## src/rtl/lsu_pkg.sv

```systemverilog
// Shared types and helpers for the byte-serial load/store unit.
package lsu_pkg;

  typedef enum logic [1:0] {
    IDLE   = 2'd0,
    ACCESS = 2'd1,
    DONE   = 2'd2
  } lsu_state_t;

  localparam logic [1:0] SZ_BYTE = 2'd0;
  localparam logic [1:0] SZ_HALF = 2'd1;
  localparam logic [1:0] SZ_WORD = 2'd2;

  // Size code 3 is treated as a word access.
  function automatic logic [2:0] nbytes(input logic [1:0] size);
    case (size)
      SZ_BYTE: return 3'd1;
      SZ_HALF: return 3'd2;
      SZ_WORD: return 3'd4;
      default: return 3'd4;
    endcase
  endfunction

endpackage

```

## src/rtl/lsu_mem_if.sv

```systemverilog
// 8-bit ready-handshaked data-memory port between the LSU and byte memory.
interface lsu_mem_if #(parameter int ADDR_W = 32);
  logic [ADDR_W-1:0] mem_addr_o;
  logic [7:0]        mem_wdata_o;
  logic              mem_we_o;
  logic              mem_re_o;
  logic [7:0]        mem_rdata_i;
  logic              mem_ready_i;

  modport master (
    output mem_addr_o, mem_wdata_o, mem_we_o, mem_re_o,
    input  mem_rdata_i, mem_ready_i
  );

  modport slave (
    input  mem_addr_o, mem_wdata_o, mem_we_o, mem_re_o,
    output mem_rdata_i, mem_ready_i
  );
endinterface

```

## src/rtl/lsu_load_extend.sv

```systemverilog
// Sign/zero extension of the assembled load lanes to a 32-bit result.
module lsu_load_extend (
  input  logic [31:0] raw_i,
  input  logic [2:0]  nbytes_i,
  input  logic        signed_i,
  output logic [31:0] data_o
);
  always_comb begin
    data_o = raw_i;
    case (nbytes_i)
      3'd1:    data_o = {{24{signed_i & raw_i[7]}},  raw_i[7:0]};
      3'd2:    data_o = {{16{signed_i & raw_i[15]}}, raw_i[15:0]};
      default: data_o = raw_i;
    endcase
  end
endmodule

```

## src/rtl/load_store_unit.sv

```systemverilog
// MEM-stage initiator: serialises a 32-bit load/store into little-endian
// byte transfers on the 8-bit memory port and stalls the pipeline meanwhile.
//
//   state  | meaning
//   IDLE   | no request pending; a request is latched and starts the access
//   ACCESS | byte k of the transaction is on the memory port
//   DONE   | one cycle; load result presented, stall released
module load_store_unit
  import lsu_pkg::*;
#(
  parameter int ADDR_W = 32
) (
  input  logic              clk_i,
  input  logic              rst_i,
  input  logic              MemRead_i,
  input  logic              MemWrite_i,
  input  logic [ADDR_W-1:0] addr_i,
  input  logic [31:0]       data_i,
  input  logic [1:0]        size_i,
  input  logic              signed_i,
  output logic [31:0]       data_o,
  output logic              stall_o,
  lsu_mem_if.master         mem
);

  lsu_state_t        state_q;
  logic [1:0]        k_q;
  logic [1:0]        size_q;
  logic              signed_q;
  logic [31:0]       wdata_q;
  logic [31:0]       lanes_q;
  logic [31:0]       lanes_d;
  logic [31:0]       data_q;
  logic [ADDR_W-1:0] mem_addr_q;
  logic [7:0]        mem_wdata_q;
  logic              mem_we_q;
  logic              mem_re_q;

  logic [2:0]  n_bytes;
  logic        last_byte;
  logic [1:0]  k_nxt;
  logic [31:0] ext_data;
  logic        req;

  assign req       = MemRead_i | MemWrite_i;
  assign n_bytes   = nbytes(size_q);
  assign last_byte = ({1'b0, k_q} == (n_bytes - 3'd1));
  assign k_nxt     = k_q + 2'd1;

  always_comb begin
    lanes_d = lanes_q;
    lanes_d[{k_q, 3'b000} +: 8] = mem.mem_rdata_i;
  end

  // Fed from lanes_d so the final byte lands in data_o on the DONE edge.
  lsu_load_extend u_ext (
    .raw_i    (lanes_d),
    .nbytes_i (n_bytes),
    .signed_i (signed_q),
    .data_o   (ext_data)
  );

  always_ff @(posedge clk_i or negedge rst_i) begin
    if (!rst_i) begin
      state_q     <= IDLE;
      k_q         <= 2'd0;
      size_q      <= SZ_BYTE;
      signed_q    <= 1'b0;
      wdata_q     <= '0;
      lanes_q     <= '0;
      data_q      <= '0;
      mem_addr_q  <= '0;
      mem_wdata_q <= '0;
      mem_we_q    <= 1'b0;
      mem_re_q    <= 1'b0;
    end else begin
      case (state_q)
        IDLE: begin
          if (req) begin
            size_q      <= size_i;
            signed_q    <= signed_i;
            wdata_q     <= data_i;
            lanes_q     <= '0;
            k_q         <= 2'd0;
            mem_addr_q  <= addr_i;
            mem_wdata_q <= data_i[7:0];
            mem_we_q    <= MemWrite_i;
            mem_re_q    <= ~MemWrite_i;
            state_q     <= ACCESS;
          end
        end
        ACCESS: begin
          if (mem.mem_ready_i) begin
            if (mem_re_q) lanes_q <= lanes_d;
            if (last_byte) begin
              if (mem_re_q) data_q <= ext_data;
              mem_we_q <= 1'b0;
              mem_re_q <= 1'b0;
              k_q      <= 2'd0;
              state_q  <= DONE;
            end else begin
              k_q         <= k_nxt;
              mem_addr_q  <= mem_addr_q + 1'b1;
              mem_wdata_q <= wdata_q[{k_nxt, 3'b000} +: 8];
            end
          end
        end
        DONE:    state_q <= IDLE;
        default: state_q <= IDLE;
      endcase
    end
  end

  assign stall_o         = ((state_q == IDLE) && req) || (state_q == ACCESS);
  assign data_o          = data_q;
  assign mem.mem_addr_o  = mem_addr_q;
  assign mem.mem_wdata_o = mem_wdata_q;
  assign mem.mem_we_o    = mem_we_q;
  assign mem.mem_re_o    = mem_re_q;

endmodule
```

## src/flat_wrapper.sv

```systemverilog
// flat-port wrapper written by rule: the top's interface ports become plain ports
module load_store_unit_flat import lsu_pkg::*;
#(
  parameter int ADDR_W = 32
)
  (clk_i, rst_i, MemRead_i, MemWrite_i, addr_i, data_i, size_i, signed_i, data_o, stall_o, mem_mem_addr_o, mem_mem_wdata_o, mem_mem_we_o, mem_mem_re_o, mem_mem_rdata_i, mem_mem_ready_i);
  lsu_mem_if #(.ADDR_W(ADDR_W)) mem_i ();
  input  logic clk_i;
  input  logic rst_i;
  input  logic MemRead_i;
  input  logic MemWrite_i;
  input  logic [ADDR_W-1:0] addr_i;
  input  logic [31:0] data_i;
  input  logic [1:0] size_i;
  input  logic signed_i;
  output logic [31:0] data_o;
  output logic stall_o;
  output wire logic [$bits(mem_i.mem_addr_o)-1:0] mem_mem_addr_o;
  output wire logic [$bits(mem_i.mem_wdata_o)-1:0] mem_mem_wdata_o;
  output wire logic [$bits(mem_i.mem_we_o)-1:0] mem_mem_we_o;
  output wire logic [$bits(mem_i.mem_re_o)-1:0] mem_mem_re_o;
  input wire logic [$bits(mem_i.mem_rdata_i)-1:0] mem_mem_rdata_i;
  input wire logic [$bits(mem_i.mem_ready_i)-1:0] mem_mem_ready_i;
  assign mem_mem_addr_o = mem_i.mem_addr_o;
  assign mem_mem_wdata_o = mem_i.mem_wdata_o;
  assign mem_mem_we_o = mem_i.mem_we_o;
  assign mem_mem_re_o = mem_i.mem_re_o;
  assign mem_i.mem_rdata_i = mem_mem_rdata_i;
  assign mem_i.mem_ready_i = mem_mem_ready_i;
  load_store_unit #(.ADDR_W(ADDR_W)) u_core (.clk_i(clk_i), .rst_i(rst_i), .MemRead_i(MemRead_i), .MemWrite_i(MemWrite_i), .addr_i(addr_i), .data_i(data_i), .size_i(size_i), .signed_i(signed_i), .data_o(data_o), .stall_o(stall_o), .mem(mem_i));
endmodule
```

## config.mk

```make
export PLATFORM = sky130hd
export DESIGN_NAME = load_store_unit_flat
export DESIGN_NICKNAME = d
export VERILOG_FILES = /design/src/rtl/lsu_pkg.sv /design/src/rtl/lsu_mem_if.sv /design/src/rtl/lsu_load_extend.sv /design/src/rtl/load_store_unit.sv /design/src/flat_wrapper.sv
export SDC_FILE = /design/constraint.sdc
export NUM_CORES = 1
export LEC_CHECK = 0
export ABC_CLOCK_PERIOD_IN_PS = 2720
export CAP_MARGIN = 20
export CORE_UTILIZATION = 50
export CTS_BUF_LIST = sky130_fd_sc_hd__clkbuf_8
export DETAILED_ROUTE_END_ITERATION = 8
export PLACE_DENSITY = 0.79
export SETUP_SLACK_MARGIN = 0.4
export SLEW_MARGIN = 0
export SYNTH_ARGS = -nofsm -noshare
export SYNTH_HDL_FRONTEND = slang
export SYNTH_SLANG_ARGS = --single-unit
```

## constraint.sdc

```tcl
create_clock -name clk_i -period 2.72 [get_ports clk_i]
set_input_delay 0.408 -clock clk_i [delete_from_list [all_inputs] [get_ports clk_i]]
set_output_delay 0.408 -clock clk_i [all_outputs]
set_load 0.02 [all_outputs]
```

## Word-level counts from Yosys, hierarchy flattened

Index checks and enable logic that the tools add are counted.

- Register bits: 145
- Word-level logic and storage cells: 73
- Output and inout port bits: 75

- Multiplexer cells: 29
- Bitwise gates (word level): 4
- Shift operators: 3
- Equal/unequal tests: 10
- Add/subtract/negate cells: 4
- Reduce and logical (&&, ||, !) cells: 12

Operators with widths:

| kind | count |
|---|---|
| 2-to-1 mux 32 bit | 6 |
| case mux 32 bit (2 select lines) | 3 |
| adder 32 x 1 -> 32 bit, second input constant | 1 |
| bitwise mux 32 bit | 1 |
| variable shift 8 x 7 -> 32 bit, first input constant | 1 |
| indexed part select 32 x 6 -> 8 bit | 1 |
| indexed part select 8 x 7 -> 32 bit | 1 |
| 2-to-1 mux 8 bit | 3 |
| case mux 8 bit (2 select lines) | 1 |
| AND reduction 4 bit | 4 |
| 2-to-1 mux 2 bit | 6 |
| case mux 2 bit (2 select lines) | 2 |
| negator 5 -> 7 bit | 1 |
| inequality test 2 x 1 -> 1 bit, second input constant | 3 |
| case mux 3 bit (2 select lines) | 1 |
| AND reduction 3 bit | 2 |
| == test 2 x 1 -> 1 bit, second input constant | 2 |
| logical NOT 2 bit | 2 |
| 2-to-1 mux 1 bit | 4 |
| inequality test 2 bit, second input constant | 2 |
| case mux 1 bit (2 select lines) | 2 |
| == test 2 x 3 -> 1 bit | 1 |
| == test 3 x 1 -> 1 bit, second input constant | 1 |
| == test 3 x 2 -> 1 bit, second input constant | 1 |
| 9 further kinds | 10 |

## Longest topological paths before layout

Gate-level depths: netlist (run 1).

- Word-level depth: 7
- Depth in mapped cells: 11
- Mapped depth without buffers: 7

## By module

From an unflattened synthesis (run 1), not the netlist that was laid out.

- Cells, all modules: 712
- Area, all modules: 7494.7 sq um

Modules (own cells, without submodules):

| module | seq. area each (sq um) | instances | cells an instance | area an instance (sq um) |
|---|---|---|---|---|
| load_store_unit | 3628.5 | 1 | 668 | 7145.6 |
| lsu_load_extend | 0.0 | 1 | 44 | 349.1 |

## Worst setup path after synthesis (run 1)

Ideal clock, no wire load.

- Path type: register to register
- From: register u_core.size_q[0]
- To: register u_core.mem_addr_q[17] (netlist: u_core.mem.mem_addr_o[17])
- Path slack: 0.381 ns
- Stages on the path, launching flop included: 9
- Data arrival time: 2.260 ns
- Cell sequence: dfrtp_1 or2_2 ha_1 buf_2 xnor2_1 nand4_1 o21ai_1 clkbuf_1 a2bb2oi_1

- Word-level cells in the longest chain between the ends: 6
- Elaborated cells between the ends (all ways): 7
- Those cells by class: 1 x add/sub; 3 x eq/ne; 1 x mux; 2 x reduce/logical

RTL lines:

| what | line | RTL |
|---|---|---|
| from (decl) | load_store_unit.sv:28 | `logic [1:0] size_q;` |
| from (signal assigned) | load_store_unit.sv:80 | `size_q <= size_i;` |
| == test 2 x 1 -> 1 bit / logical NOT 2 bit (equally long branches) | lsu_pkg.sv:16 | `case (size)` |
| case mux 3 bit (2 select lines) (*) | lsu_pkg.sv:16 |  |
| subtractor 3 x 1 -> 3 bit (*) | load_store_unit.sv:47 | `assign last_byte = ({1'b0, k_q} == (n_bytes - 3'd1));` |
| == test 2 x 3 -> 1 bit (*) | load_store_unit.sv:47 |  |
| inequality test 2 bit (no source line) (*) | - |  |
| AND reduction 4 bit (no source line) (*) | - |  |
| to (signal assigned) | load_store_unit.sv:85 | `mem_addr_q <= addr_i;` |
| to (signal assigned) | load_store_unit.sv:103 | `mem_addr_q <= mem_addr_q + 1'b1;` |
| to (decl) | load_store_unit.sv:34 | `logic [ADDR_W-1:0] mem_addr_q;` |

Mark *: on every way between the ends. The rest lies on a longest branch, timed or not.
A chain may end at the register's enable or synchronous reset.

## Final worst setup path (run 1)

- From: register u_core.size_q[1]
- To: register u_core.data_q[3] (netlist: u_core.data_o[3])

- Word-level cells in the longest chain between the ends: 5
- Elaborated cells between the ends (all ways): 6
- Those cells by class: 1 x add/sub; 2 x eq/ne; 1 x mux; 2 x reduce/logical

RTL lines:

| what | line | RTL |
|---|---|---|
| == test 2 x 1 -> 1 bit / logical NOT 2 bit (equally long branches) | lsu_pkg.sv:16 |  |
| case mux 3 bit (2 select lines) (*) | lsu_pkg.sv:16 |  |
| subtractor 3 x 1 -> 3 bit (*) | load_store_unit.sv:47 |  |
| == test 2 x 3 -> 1 bit (*) | load_store_unit.sv:47 |  |
| AND reduction 4 bit (no source line) (*) | - |  |
| to (signal assigned) | load_store_unit.sv:96 | `if (mem_re_q) data_q <= ext_data;` |
| to (decl) | load_store_unit.sv:33 | `logic [31:0] data_q;` |

Marks and branches as above.

==> run_summary.xml, run 1 <==
<?xml version="1.0" encoding="UTF-8"?>
<metrics>
  <group name="pwr">
    <metric name="p_leak" unit="nW">4.12</metric>
    <metric name="irDropWorstVdd" unit="µV">659</metric>
    <metric name="power-per-cell-area" unit="nW/µm²">1250</metric>
  </group>
  <group name="cells_and_area">
    <metric name="mostFrequentLayoutCell" unit="">sky130_fd_sc_hd__nand2_1</metric>
    <metric name="num_antenna_cells" unit="">0</metric>
    <metric name="finalNetCount" unit="">1012</metric>
    <metric name="synthToLayoutAreaGrowth" unit="%">32.9</metric>
    <metric name="fillerInstances" unit="">1096</metric>
    <metric name="final_design_area_no_fill" unit="µm²">9580</metric>
    <metric name="layout-drive-gt1-share" unit="%">11.4</metric>
    <metric name="layout.cells.most_common_list" unit="">sky130_fd_sc_hd__nand2_1, sky130_fd_sc_hd__clkdlybuf4s50_1, sky130_fd_sc_hd__dfrtp_1, sky130_fd_sc_hd__nor2_1, sky130_fd_sc_hd__a21oi_1</metric>
  </group>
  <group name="global_route">
    <metric name="grt_util_met1" unit="%">38.3</metric>
    <metric name="grt.busiest_layer" unit="">met2</metric>
    <metric name="grt_overflow_total" unit="">0</metric>
    <metric name="antenna_found_initial" unit="">0</metric>
    <metric name="grt_first_pass_wirelength" unit="µm">33200</metric>
    <metric name="grt.total_usage" unit="%">28.8</metric>
    <metric name="vias_in_the_first_global_route" unit="">6739</metric>
    <metric name="use_met2" unit="%">46.2</metric>
    <metric name="grt_max_degree" unit="">76</metric>
    <metric name="use_met3" unit="%">5.62</metric>
  </group>
  <group name="timing">
    <metric name="timing.setup.tns" unit="ns">0</metric>
    <metric name="timing.final.crit_share" unit="%">82.2</metric>
    <metric name="final.min_clock_period" unit="ns">2.24</metric>
    <metric name="unrepaired_setup_endpoints_after_global_routing" unit="">yes</metric>
    <metric name="max_freq" unit="MHz">447</metric>
    <metric name="setup_viol_count_final" unit="">0</metric>
    <metric name="max_slew_margin" unit="%">52.4</metric>
    <metric name="skew" unit="ns">0.0108</metric>
    <metric name="timing_worst_slew_pin_value" unit="ns">0.714</metric>
    <metric name="timing.final.hold_violations" unit="">0</metric>
    <metric name="drv_slew" unit="">0</metric>
  </group>
  <group name="die">
    <metric name="floorplan.io_pins" unit="">155</metric>
    <metric name="die_height" unit="µm">122</metric>
    <metric name="core" unit="µm²">14000</metric>
    <metric name="placement_rows" unit="">43</metric>
    <metric name="floorplan.die_area" unit="µm²">14900</metric>
    <metric name="floorplan.initialDensity" unit="%">51.6</metric>
    <metric name="die_w" unit="µm">122</metric>
  </group>
  <group name="clock_network">
    <metric name="clk_path_buf_depth" unit="">2</metric>
    <metric name="h-tree-depth" unit="">4</metric>
    <metric name="cts.sink_count" unit="">145</metric>
    <metric name="worst_skew_pair.late_latency" unit="ns">0.46</metric>
    <metric name="clock_tree_from_tritoncts" unit="">yes</metric>
    <metric name="clk_pin_slew_worst_paths" unit="ns">0.08</metric>
    <metric name="cts_inserted_buffers" unit="">17</metric>
    <metric name="clock_tree.root_cell" unit="">sky130_fd_sc_hd__clkbuf_8</metric>
  </group>
  <group name="logic_synthesis">
    <metric name="yosys-top-cells-area" unit="">sky130_fd_sc_hd__dfrtp_1, sky130_fd_sc_hd__nand2_1, sky130_fd_sc_hd__a22o_1</metric>
    <metric name="async_reset_ff_share" unit="%">100</metric>
    <metric name="yosys.cell_types.count" unit="">65</metric>
    <metric name="synth_ff_type" unit="">sky130_fd_sc_hd__dfrtp_1</metric>
    <metric name="syn_nets" unit="">855</metric>
    <metric name="syn_area_per_cell" unit="µm²">9.39</metric>
    <metric name="synth_top_area_cell" unit="">sky130_fd_sc_hd__dfrtp_1</metric>
    <metric name="synth_enable_flop_cells" unit="">0</metric>
    <metric name="syn-instance-count" unit="">768</metric>
    <metric name="seq_area_frac_synth" unit="%">50.3</metric>
    <metric name="area_share_of_the_leading_cell_type_in_the_synthesized_netlist" unit="%">50.3</metric>
    <metric name="summed_instance_area_of_the_synthesized_netlist" unit="µm²">7210</metric>
    <metric name="ys_warn_count" unit="">0</metric>
    <metric name="ys_seq_elements" unit="">145</metric>
  </group>
  <group name="hold_path">
    <metric name="worst_hold_path_type" unit="">primary input to flip-flop</metric>
    <metric name="min-delay-start" unit="">data_i[17]</metric>
    <metric name="whs_path_depth" unit="">3</metric>
  </group>
  <group name="flow_run">
    <metric name="maxCapViolations" unit="">0</metric>
  </group>
  <group name="detailed_routing">
    <metric name="drt_drc_violations_left" unit="">0</metric>
    <metric name="avg_wl_per_cell" unit="µm">18.2</metric>
    <metric name="drt_first_iter_violations" unit="">714</metric>
    <metric name="vias_per_cell" unit="">6.03</metric>
    <metric name="ant_nets" unit="">0</metric>
    <metric name="drt_first_pass_iters" unit="">5</metric>
    <metric name="routed_wirelength" unit="µm">20300</metric>
    <metric name="routed-via-count" unit="">6727</metric>
  </group>
  <group name="setup_path">
    <metric name="critical_path.top_delay_family" unit="">simple AND/OR/NAND/NOR gates</metric>
    <metric name="crit_fanout" unit="">9</metric>
    <metric name="worstReg2RegStart" unit="">u_core.size_q[1]$_DFFE_PN0P_</metric>
    <metric name="timing.critical_path.slowest_cell_delay" unit="ns">0.42</metric>
    <metric name="worstRegToRegCells" unit="">7</metric>
    <metric name="cp_data_arrival_time" unit="ns">2.57</metric>
    <metric name="timing.critical_path.depth" unit="">7</metric>
    <metric name="crit_path_end_kind" unit="">flip-flop</metric>
    <metric name="timing.critical_path.from" unit="">u_core.size_q[1]$_DFFE_PN0P_</metric>
    <metric name="startpoint_kind_of_the_worst_setup_timing_path" unit="">flip-flop</metric>
    <metric name="worst_path_cell_with_the_longest_stage_delay" unit="">sky130_fd_sc_hd__dfrtp_1</metric>
    <metric name="cp_cell_sequence" unit="">or2_4, ha_4, xor2_1, and4_4, nand2b_1, a221oi_1, nor2_1</metric>
    <metric name="timing.critical_path.required" unit="ns">3.05</metric>
    <metric name="type_of_the_worst_setup_path" unit="">flip-flop to flip-flop</metric>
    <metric name="path_buf_inv" unit="">0</metric>
  </group>
  <group name="placed_design">
    <metric name="place_hpwl" unit="µm">14000</metric>
    <metric name="port_buffers" unit="">154</metric>
    <metric name="place_area" unit="µm²">9000</metric>
    <metric name="place_congestion" unit="">0.884</metric>
  </group>
  <group name="run_status">
    <metric name="result_of_the_run" unit="">finished, final reports clean</metric>
  </group>
</metrics>
-- logic make-up after synthesis --
kind of cell               Yosys count  synth area share (%)
AOI/OAI and AO/OA                  195                  19.6
muxes                               10                  2.78
adders and majority gates            7                  1.21
buffers and inverters               63                  3.89
and+or+nand+nor                    346                  21.9
DFF                                145                  50.3
xor gates and xnor gates             2                 0.243
-- per-layer routing --
layer,vias up,part of all wire [%]
li1,3059,-
met1,3266,41
met2,352,49
met3,50,7.5
met4,0,2.9
met5,-,0
-- registers in the layout (all words and copies together), names as in the netlist --
name                    flops
u_core.k_q                  2
u_core.signed_q             1
u_core.size_q               2
u_core.mem.mem_we_o         1
u_core.lanes_q             32
u_core.state_q              2
u_core.mem.mem_wdata_o      8
u_core.data_o              32
u_core.mem.mem_addr_o      32
u_core.wdata_q             32
u_core.mem.mem_re_o         1
-- per-stage QoR --
step	utilization [%]	hold slack [ns]	cells	setup WS, ns	power, mW
CTS	67.7	0.456	1110	0.372	11.7
global route	68.5	0.478	1116	0.377	12.8
global placement	64.3	0.452	1075	0.175	9.67
detailed placement	64.3	0.457	1075	0.163	9.88
finish	68.5	0.475	1116	0.485	11.9
floorplan	-	0.112	768	0.400	7.49
-- worst paths after layout --
| path | end | slack, ns |
|---|---|---|
| max | u_core.data_o[3]$_DFFE_PN0P_ | 0.48 |
| min | u_core.wdata_q[17]$_DFFE_PN0P_ | 0.47 |
| max reg2reg | u_core.data_o[3]$_DFFE_PN0P_ | 0.48 |
| min reg2reg | u_core.wdata_q[29]$_DFFE_PN0P_ | 0.48 |
| max in group asynchronous | u_core.mem.mem_addr_o[0]$_DFFE_PN0P_ | 1.50 |
| min in group asynchronous | u_core.data_o[29]$_DFFE_PN0P_ | 0.55 |
-- worst min-delay path, delay by kind of cell --
| kind | cells | cell delay [ns] |
|---|---|---|
| buffers and inverters | 1 | 0.40 |
| and+or+nand+nor | 2 | 0.09 |
-- synthesized netlist by cell type, drive strengths merged (3+ instances only) --
master and number:
a211oi 5, a21o 6, a21oi 40, a221oi 7
a22o 37, a22oi 3, a2bb2oi 4, a311oi 7
a31oi 14, a41oi 3, and2 3, and3 6
and4 8, buf 23, clkbuf 30, clkinv 3
dfrtp 145, ha 7, inv 7, mux4 8
nand2 181, nand2b 5, nand3 21, nand4 8
nor2 70, nor2b 16, nor3 12, nor4 5
o211ai 13, o21a 8, o21ai 16, o22ai 4
o311ai 3, o31a 3, o31ai 10, or4b 3
-- report_power, final --
| part | total [mW] | leakage [nW] | switching [mW] | internal [mW] |
|---|---|---|---|---|
| clock | 1.74 | 0.201 | 0.804 | 0.937 |
| combinational | 6.39 | 2.11 | 3.62 | 2.77 |
| sequential | 3.81 | 1.81 | 0.763 | 3.05 |
-- timing repair --
item	in CTS	in global routing
cloned	0	1
setup endpoints to repair	43	85
resized for setup	10	17
hold buffers	1	0
pin swaps	2	7
setup buffers	4	5
endpoints found under the hold margin	15	0
-- cell type report --
| type | count | area [µm²] | share of cell area [%] |
|---|---|---|---|
| sequential | 145 | 3630 | 37.9 |
| tap | 180 | 225 | 2.35 |
| multi-input combinational | 560 | 3410 | 35.6 |
| inverter | 10 | 37.5 | 0.392 |
| timing repair buffer | 191 | 1870 | 19.5 |
| clock buffer | 19 | 262 | 2.73 |
| clock inverter | 11 | 140 | 1.46 |
Note: power is estimated with default switching activity, not from simulation.
==> run 2: changes to the inputs <==
--- a/config.mk
+++ b/config.mk
@@ -5,7 +5,7 @@
 export SDC_FILE = /design/constraint.sdc
 export NUM_CORES = 1
 export LEC_CHECK = 0
-export ABC_CLOCK_PERIOD_IN_PS = 2720
+export ABC_CLOCK_PERIOD_IN_PS = 2300
 export CAP_MARGIN = 20
 export CORE_UTILIZATION = 50
 export CTS_BUF_LIST = sky130_fd_sc_hd__clkbuf_8
==> constraint.sdc (replaced) <==
create_clock -name clk_i -period 2.3 [get_ports clk_i]
set_input_delay 0.345 -clock clk_i [delete_from_list [all_inputs] [get_ports clk_i]]
set_output_delay 0.345 -clock clk_i [all_outputs]
set_load 0.02 [all_outputs]
==> run_summary.xml, run 2 (synthesized netlist as in run 1, its figures left out) <==
<?xml version="1.0" encoding="UTF-8"?>
<metrics>
  <group name="die">
    <metric name="die_height" unit="µm">122</metric>
    <metric name="floorplan.die_area" unit="µm²">14900</metric>
    <metric name="core" unit="µm²">14000</metric>
    <metric name="placement_rows" unit="">43</metric>
    <metric name="die_w" unit="µm">122</metric>
    <metric name="floorplan.initialDensity" unit="%">51.6</metric>
    <metric name="floorplan.io_pins" unit="">155</metric>
  </group>
  <group name="detailed_routing">
    <metric name="avg_wl_per_cell" unit="µm">21.1</metric>
    <metric name="ant_nets" unit="">0</metric>
    <metric name="routed-via-count" unit="">7316</metric>
    <metric name="drt_first_iter_violations" unit="">815</metric>
    <metric name="vias_per_cell" unit="">6.27</metric>
    <metric name="drt_drc_violations_left" unit="">0</metric>
    <metric name="routed_wirelength" unit="µm">24700</metric>
    <metric name="drt_first_pass_iters" unit="">5</metric>
  </group>
  <group name="timing">
    <metric name="timing.final.crit_share" unit="%">101</metric>
    <metric name="drv_slew" unit="">0</metric>
    <metric name="timing.setup.tns" unit="ns">-0.106</metric>
    <metric name="setup_slack" unit="ns">-0.0250</metric>
    <metric name="timing_worst_slew_pin_value" unit="ns">0.490</metric>
    <metric name="skew" unit="ns">0.0134</metric>
    <metric name="timing.final.hold_violations" unit="">0</metric>
    <metric name="final.min_clock_period" unit="ns">2.33</metric>
    <metric name="final_hold_slack" unit="ns">0.400</metric>
    <metric name="max_freq" unit="MHz">430</metric>
    <metric name="setup_viol_count_final" unit="">9</metric>
    <metric name="unrepaired_setup_endpoints_after_global_routing" unit="">yes</metric>
    <metric name="max_slew_margin" unit="%">67.3</metric>
  </group>
  <group name="setup_path">
    <metric name="startpoint_kind_of_the_worst_setup_timing_path" unit="">flip-flop</metric>
    <metric name="timing.critical_path.required" unit="ns">2.68</metric>
    <metric name="critical_path.top_delay_family" unit="">compound AO/OA/AOI/OAI gates</metric>
    <metric name="cp_data_arrival_time" unit="ns">2.71</metric>
    <metric name="path_buf_inv" unit="">2</metric>
    <metric name="worst_path_cell_with_the_longest_stage_delay" unit="">sky130_fd_sc_hd__dfrtp_2</metric>
    <metric name="timing.critical_path.slowest_cell_delay" unit="ns">0.45</metric>
    <metric name="timing.critical_path.depth" unit="">9</metric>
    <metric name="crit_fanout" unit="">8</metric>
    <metric name="crit_path_end_kind" unit="">flip-flop</metric>
    <metric name="cp_cell_sequence" unit="">or2_4, ha_4, xor2_4, and4_4, buf_6, a21oi_4, clkbuf_16, o22ai_2, a21oi_1</metric>
    <metric name="worstRegToRegCells" unit="">9</metric>
    <metric name="type_of_the_worst_setup_path" unit="">flip-flop to flip-flop</metric>
  </group>
  <group name="run_status">
    <metric name="violated_checks" unit="">setup timing</metric>
    <metric name="result_of_the_run" unit="">finished with violations</metric>
  </group>
  <group name="clock_network">
    <metric name="h-tree-depth" unit="">4</metric>
    <metric name="worst_skew_pair.late_latency" unit="ns">0.46</metric>
    <metric name="cts_inserted_buffers" unit="">17</metric>
    <metric name="clk_path_buf_depth" unit="">2</metric>
    <metric name="cts.sink_count" unit="">145</metric>
    <metric name="clk_pin_slew_worst_paths" unit="ns">0.08</metric>
    <metric name="clock_tree_from_tritoncts" unit="">yes</metric>
    <metric name="clock_tree.root_cell" unit="">sky130_fd_sc_hd__clkbuf_8</metric>
  </group>
  <group name="global_route">
    <metric name="vias_in_the_first_global_route" unit="">6804</metric>
    <metric name="grt.total_usage" unit="%">29.7</metric>
    <metric name="antenna_found_initial" unit="">0</metric>
    <metric name="grt_first_pass_wirelength" unit="µm">34000</metric>
    <metric name="grt_overflow_total" unit="">0</metric>
    <metric name="grt_max_degree" unit="">58</metric>
  </group>
  <group name="cells_and_area">
    <metric name="layout-drive-gt1-share" unit="%">23.5</metric>
    <metric name="layout.cells.most_common_list" unit="">sky130_fd_sc_hd__nand2_1, sky130_fd_sc_hd__dfrtp_1, sky130_fd_sc_hd__clkdlybuf4s50_1, sky130_fd_sc_hd__buf_4, sky130_fd_sc_hd__nor2_1</metric>
    <metric name="synthToLayoutAreaGrowth" unit="%">48.7</metric>
    <metric name="finalNetCount" unit="">1061</metric>
    <metric name="num_antenna_cells" unit="">0</metric>
    <metric name="mostFrequentLayoutCell" unit="">sky130_fd_sc_hd__nand2_1</metric>
  </group>
  <group name="pwr">
    <metric name="switching_power" unit="mW">7.41</metric>
    <metric name="p_comb_share" unit="%">58.8</metric>
    <metric name="p_seq_share" unit="%">27.3</metric>
    <metric name="power-per-cell-area" unit="nW/µm²">1580</metric>
    <metric name="p_leak" unit="nW">4.68</metric>
    <metric name="clock_power_share" unit="%">14.0</metric>
    <metric name="irDropWorstVdd" unit="µV">970</metric>
    <metric name="power.switching_fraction" unit="%">43.8</metric>
    <metric name="internal-power" unit="mW">9.51</metric>
  </group>
  <group name="placed_design">
    <metric name="place_congestion" unit="">0.903</metric>
    <metric name="place_hpwl" unit="µm">14600</metric>
    <metric name="port_buffers" unit="">154</metric>
  </group>
  <group name="flow_run">
    <metric name="maxCapViolations" unit="">0</metric>
  </group>
  <group name="hold_path">
    <metric name="worst_hold_path_type" unit="">primary input to asynchronous set/reset pin</metric>
  </group>
</metrics>
## run 2: cell count changes in the layout (fill, tap and decap cells not counted), moves of 7 or more
cell                              before  now
sky130_fd_sc_hd__a21oi_1              39   30
sky130_fd_sc_hd__a21oi_2               1    9
sky130_fd_sc_hd__buf_12                4   11
sky130_fd_sc_hd__buf_4                29   52
sky130_fd_sc_hd__buf_6                 3   13
sky130_fd_sc_hd__clkbuf_16             0    8
sky130_fd_sc_hd__clkdlybuf4s50_1     152  133
sky130_fd_sc_hd__dlygate4sd2_1         0   11
sky130_fd_sc_hd__dlymetal6s2s_1        0    8
sky130_fd_sc_hd__nor2_1               68   51
sky130_fd_sc_hd__nor2_2                1    8
sky130_fd_sc_hd__nor2_4                1   11
## run 2: area by class of cell
class | count | area, µm²
multi-input cells | 561 | 3820
fillers | 852 | 3260
clock buffers | 19 | 262
well taps | 180 | 225
clock inverters | 13 | 206
inverters | 10 | 40.0
flip-flops and latches | 145 | 3640
repair buffers | 239 | 2540
## run 2: metal layers
layer	vias up	routed length, µm	global-route usage [%]
li1	3182	-	-
met1	3589	9340	37.8
met2	452	12200	48.5
met3	93	2130	6.32
met4	0	1030	13.3
met5	-	0	0
## run 2: final timing paths
kind                                           startpoint                                     to  slack, ns
setup / recovery             u_core.size_q[1]$_DFFE_PN0P_  u_core.mem.mem_addr_o[21]$_DFFE_PN0P_      -0.03
hold / removal                                      rst_i  u_core.mem.mem_addr_o[12]$_DFFE_PN0P_       0.40
setup reg to reg             u_core.size_q[1]$_DFFE_PN0P_  u_core.mem.mem_addr_o[21]$_DFFE_PN0P_      -0.03
hold reg to reg            u_core.wdata_q[12]$_DFFE_PN0P_         u_core.wdata_q[12]$_DFFE_PN0P_       0.48
max in group asynchronous                           rst_i          u_core.wdata_q[4]$_DFFE_PN0P_       1.21
min in group clk_i                             data_i[26]         u_core.wdata_q[26]$_DFFE_PN0P_       0.41
## run 2: power groups by stage
stage          Sequential [mW]  Clock, mW  Combinational, mW
5_1_grt                   4.70       2.50               10.5
4_1_cts                   4.49       2.36               8.23
3_5_place_dp              4.52          0               7.80
3_3_place_gp              4.46          0               7.56
2_1_floorplan             5.03          0               4.18
6_report                  4.61       2.37               9.94
## run 2: what timing repair did
action	in CTS	in global routing
endpoints found under the setup margin	148	146
setup buffers	11	17
hold buffers	1	0
pin swaps	12	30
resized for setup	43	96
gates cloned	1	10
hold endpoints to repair	45	0
## run 2: metrics by stage
stage | util [%] | area [µm²] | power, mW | std cells | setup WS (ns)
finish | 76.7 | 10700 | 16.9 | 1167 | -0.0250
global route | 76.7 | 10700 | 17.7 | 1167 | -0.0957
CTS | 71.4 | 9990 | 15.1 | 1140 | 0.0908
detailed placement | 66.6 | 9320 | 12.3 | 1095 | -0.138
global placement | 66.6 | 9320 | 12.0 | 1095 | -0.124
floorplan | - | 7400 | 9.21 | 768 | 0.0725
